==> src/rtl/data_memory.sv <==
// Single-port synchronous data memory for the CPU load/store path.
// One read and/or one write per clock, read-first on collision, registered read data.
module data_memory #(
  parameter int unsigned DATA_W = 8,
  parameter int unsigned ADDR_W = 8,
  parameter int unsigned DEPTH  = 256
) (
  input  logic              clock,
  input  logic              reset,
  input  logic              data_mem_rd_enb,
  input  logic              data_mem_wr_enb,
  input  logic [ADDR_W-1:0] data_mem_addr,
  input  logic [DATA_W-1:0] data_mem_wr_data,
  output logic [DATA_W-1:0] data_mem_rd_data
);

  localparam int unsigned IDX_W = (DEPTH > 1) ? $clog2(DEPTH) : 1;

  // Flop array rather than a RAM macro: reset must clear every word in one edge.
  logic [DEPTH-1:0][DATA_W-1:0] mem_q, mem_d;
  logic [DATA_W-1:0]            rd_data_q, rd_data_d;
  logic                         in_range;
  logic [IDX_W-1:0]             idx;

  always_comb begin
    in_range  = (32'(data_mem_addr) < DEPTH);
    idx       = data_mem_addr[IDX_W-1:0];
    mem_d     = mem_q;
    rd_data_d = rd_data_q;
    // Read samples mem_q, so a same-address write in this cycle is seen only next time.
    if (data_mem_rd_enb) begin
      rd_data_d = in_range ? mem_q[idx] : '0;
    end
    if (data_mem_wr_enb && in_range) begin
      mem_d[idx] = data_mem_wr_data;
    end
  end

  always_ff @(posedge clock) begin
    if (reset) begin
      mem_q     <= '0;
      rd_data_q <= '0;
    end else begin
      mem_q     <= mem_d;
      rd_data_q <= rd_data_d;
    end
  end

  assign data_mem_rd_data = rd_data_q;

endmodule

==> config.mk <==
export PLATFORM = sky130hd
export DESIGN_NAME = data_memory
export DESIGN_NICKNAME = d
export VERILOG_FILES = /design/src/rtl/data_memory.sv
export SDC_FILE = /design/constraint.sdc
export NUM_CORES = 2
export LEC_CHECK = 0
export ABC_AREA = 1
export CAP_MARGIN = 10
export CORE_MARGIN = 2
export CORE_UTILIZATION = 30
export CTS_CLUSTER_DIAMETER = 120
export DETAILED_ROUTE_END_ITERATION = 10
export GPL_TIMING_DRIVEN = 1
export HOLD_SLACK_MARGIN = 0.15
export PLACE_DENSITY = 0.56
export SLEW_MARGIN = 40
export SYNTH_ARGS = -nofsm -noshare
export SYNTH_HDL_FRONTEND = slang
export SYNTH_SLANG_ARGS = --single-unit
==> constraint.sdc <==
create_clock -name clock -period 2.4 [get_ports clock]
set_clock_uncertainty 0.1 [all_clocks]
set_input_delay 0.36 -clock clock [delete_from_list [all_inputs] [get_ports clock]]
set_output_delay 0.36 -clock clock [all_outputs]
set_load 0.05 [all_outputs]
# Word level (Yosys, flattened, before mapping)
# Cells that the tools add are included.
# totals
register_bits	2056
in_bits	20
# op_classes
magnitude_cmp	2
mux	5
n_reduce_logical	1
# ops
cell	n
bitwise mux 2048 bit	1
binary-select mux 8 bit (select 8 bit)	1
demux 8 bit (select 8 bit)	1
two-way mux 8 bit	2
less-than comparator 8 x 9 -> 1 bit, second input constant	1
greater-or-equal comparator 8 x 1 -> 1 bit, second input constant	1
logical AND 1 bit	1

# Logic depth before layout (Yosys ltp)
# logic_depth
ltp_word	5
mapped_depth	19
ltp_nobuf	15

# Worst setup path after synthesis
# Ideal clock, no wire load.
# synth_path
kind	input-to-reg
start	input data_mem_addr[0]
end	register mem_q[1269] (netlist bit)
setup_time_ps	119
t_arrival_ps	1878
t_required_ps	2181
path_slack_ps	302
cell_stages	14
path_cell_list	buf_4 > buf_6 > nor2_4 > inv_2 > nor2_1 > inv_2 > nor2_2 > inv_2 > buf_6 > nor2_2 > inv_1 > buf_2 > o21ai_0 > a21oi_1
# synth_between
elab_chain_cells	5
word_cells_on_any_way	6
cone_classes	2 x order compare; 3 x mux; 1 x reduce/logical
# synth_rtl
element	line	rtl
start, declared	12	input logic [ADDR_W-1:0] data_mem_addr,
less-than comparator 8 x 9 -> 1 bit (implied by the code) / greater-or-equal comparator 8 x 1 -> 1 bit (equally long branches)	35	mem_d[idx] = data_mem_wr_data;
logical AND 1 bit (implied by the code)	35	
two-way mux 8 bit (implied by the code)	35	
demux 8 bit (select 8 bit) (*)	35	
bitwise mux 2048 bit (*)	35	
end signal, assigned	44	mem_q <= mem_d;
end, declared	20	logic [DEPTH-1:0][DATA_W-1:0] mem_q, mem_d;
# Every way passes the cells marked *; elsewhere a longest branch is shown, timed or not.
# A chain may end at the register's enable or synchronous reset.

# Final worst setup path
# layout_path
start	input data_mem_addr[2]
end	register rd_data_q[6], in the netlist data_mem_rd_data[6]
# layout_between
elab_chain_cells	2
# layout_rtl
element	line	rtl
binary-select mux 8 bit (select 8 bit)	32	rd_data_d = in_range ? mem_q[idx] : '0;
two-way mux 8 bit (implied by the code)	32	
end signal, assigned	45	rd_data_q <= rd_data_d;
end, declared	21	logic [DATA_W-1:0] rd_data_q, rd_data_d;
# Every way passes these cells. The select of a mux whose other input is x is not followed.

==> results.ini <==
[power]
power_density_mw_per_mm2=662
p_leak_nw=47.5
vdd_drop_max_uv=617

[die]
die_w_um=562
std_cell_rows=204
dieArea_mm2=0.316
die_y_um=562
core-area_mm2=0.310
pin_count=28
initial_utilization_pct=30.2

[worst_setup_path]
timing.setup.critical_path_class=in2reg
critical_path.startpoint_type=input port
cp-end-kind=flip-flop
regToRegSetupSlack_ps=190
path_max_fanout=16
worst-endpoint-arrival_ps=3030
timing.critical_path.required_ps=3080

[synthesis]
syn_inst=14500
synth_seq_cells=2056
synth_top_area_share_pct=44.0
synthDominantAreaCellType=sky130_fd_sc_hd__dfxtp_1
yosysWarningCount=0
synth_cell_area_mm2=0.0935
yosys-top-cells-area=sky130_fd_sc_hd__dfxtp_1, sky130_fd_sc_hd__nand2_1, sky130_fd_sc_hd__o21ai_0, sky130_fd_sc_hd__nor2_1, sky130_fd_sc_hd__a21oi_1
syn_nets=14500
synth_cell_type_count=23
synth_seq_area_share_pct=44.0
synthesis.area_per_instance_um2=6.47

[cells_and_area]
fin_nets=14700
fill_cells=33000
final_area_mm2=0.112
synthToLayoutAreaGrowth_pct=19.9
layout-drive-gt1-share_pct=10.9

[clocking]
tritoncts=built
cts-htree-levels=4
root_buffer_cell=sky130_fd_sc_hd__clkbuf_16
clk-insertion-delay-late_ps=920
clock_buffer_count_from_cts=226
post-cts-setup-buffers=0
cts.sinks=2056
clkSlewWorstSetupHoldPaths_ps=60
clock_path_buffers=4

[route]
drt_iter0_markers=7921
post_drt_wl_per_cell_um=17.9
vias_per_cell=4.79
finalWirelength_um=340000
via_count=91100
final_antenna_net_count=0
drtPass1Iterations=6
post-route-drc-count=0

[sta]
setup_repair_after_global_routing_missed_its_margin=false
total_negative_slack_ps=0
timing.max_slew.rel_slack_pct=58.5
fmax_mhz=424
hold_violations=0
maxSlewViolCount=0
worst_pin_slew_ps=623
setup_violations=0
period_share_pct=98.3
fin_crit_ps=2360

[grt]
grt_overflow=0
first_global_vias=83800
grt_use_total_pct=20.8
grt_pass1_wl_um=519000
grt_max_degree=73
number_of_antenna_violations_at_the_first_check_in_global_routing=8

[placement]
gp_routability_congestion=0.913
dp.final_hpwl_um=229000
port-buffer-count=27
placed_cell_area_mm2=0.105

[status]
outcome=completed

[worst_hold_path]
hold_path_class=in2reg

[job]
drv_cap=0

layer usage:
layer / up-vias / global-route usage [%] / wire (um)
li1: 46100 / - / -
met1: 42000 / 29.2 / 158000
met2: 2540 / 33.1 / 151000
met3: 502 / 2.48 / 19700
met4: 0 / 6.70 / 11500
met5: - / 0 / 0
placed cells by master (no fill, tap or decap), drive strengths merged:
cell type,netlist,routed
bufinv,0,11
clkinvlp,0,5
nand4,37,37
clkdlybuf4s15,0,3
a21oi,861,861
clkdlybuf4s50,0,8
a22oi,18,18
diode,0,3
nand3,32,32
nand2,3405,3405
inv,1042,1045
nor3,2,2
nor2,3321,3321
dlymetal6s2s,0,1
clkbuf,631,336
buf,349,973
o21ai,2697,2697
dfxtp,2056,2056
clkinv,11,64
dlygate4sd3,0,8
state kept, by name (all words and copies together), names as in the netlist:
register          cells
data_mem_rd_data      8
mem_q              2048
timing repair:
action                     4_1_cts  5_1_grt
setup endpoints to repair        4        9
hold buffers                     8        0
resized for setup               11        4
cloned                           0        0
hold endpoints to repair      1785        0
cell families after synthesis:
kind of cell,synth area share (%)
DFF,44.0
buffers and inverters,8.87
AOI/OAI and AO/OA,19.2
and+or+nand+nor,27.9
power breakdown:
| part | switching [mW] | leakage, nW | internal, mW | total, mW |
|---|---|---|---|---|
| combinational | 3.35 | 27.2 | 1.32 | 4.67 |
| sequential | 0.0540 | 16.6 | 34.2 | 34.3 |
| clock | 15.1 | 3.68 | 20.3 | 35.3 |
cell usage after synthesis, drive strengths merged:
master and instances:
nand2 3405, nand4 37, nor3 2, dfxtp 2056, clkbuf 631, o21ai 2697, nor2 3321, a21oi 861
clkinv 11, nand3 32, a22oi 18, inv 1042, buf 349
final cells by class:
type | count | area [um2] | area share (%)
timing repair buffer | 993 | 10300 | 9.20
clock buffer | 336 | 6670 | 5.95
inverter | 1053 | 4000 | 3.56
tap | 4120 | 5150 | 4.60
clock inverter | 72 | 738 | 0.658
antenna | 3 | 7.51 | 0.00669
multi-input combinational | 10400 | 44100 | 39.3
sequential | 2056 | 41200 | 36.7
through the flow:
stage | util [%] | worst slack (ps) | total power, mW | hold slack (ps) | std cells
after CTS | 36.2 | 17.1 | 74.8 | 227 | 19000
after global placement | 33.8 | -853 | 39.6 | 331 | 18600
final | 36.2 | 41.7 | 74.2 | 267 | 19000
after detailed placement | 33.8 | -856 | 39.6 | 335 | 18600
after global routing | 36.2 | 24.7 | 76.4 | 290 | 19000
after floorplan | - | 302 | 37.2 | 324 | 14500
worst max-delay path, stage by stage:
cell	delay, ps
sky130_fd_sc_hd__clkdlybuf4s50_1	610
sky130_fd_sc_hd__inv_1	130
sky130_fd_sc_hd__nand2_1	100
sky130_fd_sc_hd__bufinv_8	280
sky130_fd_sc_hd__buf_12	200
sky130_fd_sc_hd__nand2_1	70
sky130_fd_sc_hd__nand2_1	50
sky130_fd_sc_hd__nor2_1	90
sky130_fd_sc_hd__nor2_1	50
sky130_fd_sc_hd__nor2_1	320
sky130_fd_sc_hd__nand2_1	260
sky130_fd_sc_hd__nand2_1	160
sky130_fd_sc_hd__nand3_1	160
sky130_fd_sc_hd__nor2_1	130
sky130_fd_sc_hd__nor2_1	40
final timing paths:
check                    from                  end  cells past startpoint
max reg2reg       mem_q[1054]  data_mem_rd_data[6]                     14
max          data_mem_addr[2]  data_mem_rd_data[6]                     15
min           data_mem_rd_enb  data_mem_rd_data[5]                      4
min reg2reg       mem_q[1090]          mem_q[1090]                      2
Power figures use the tool's default switching activity.
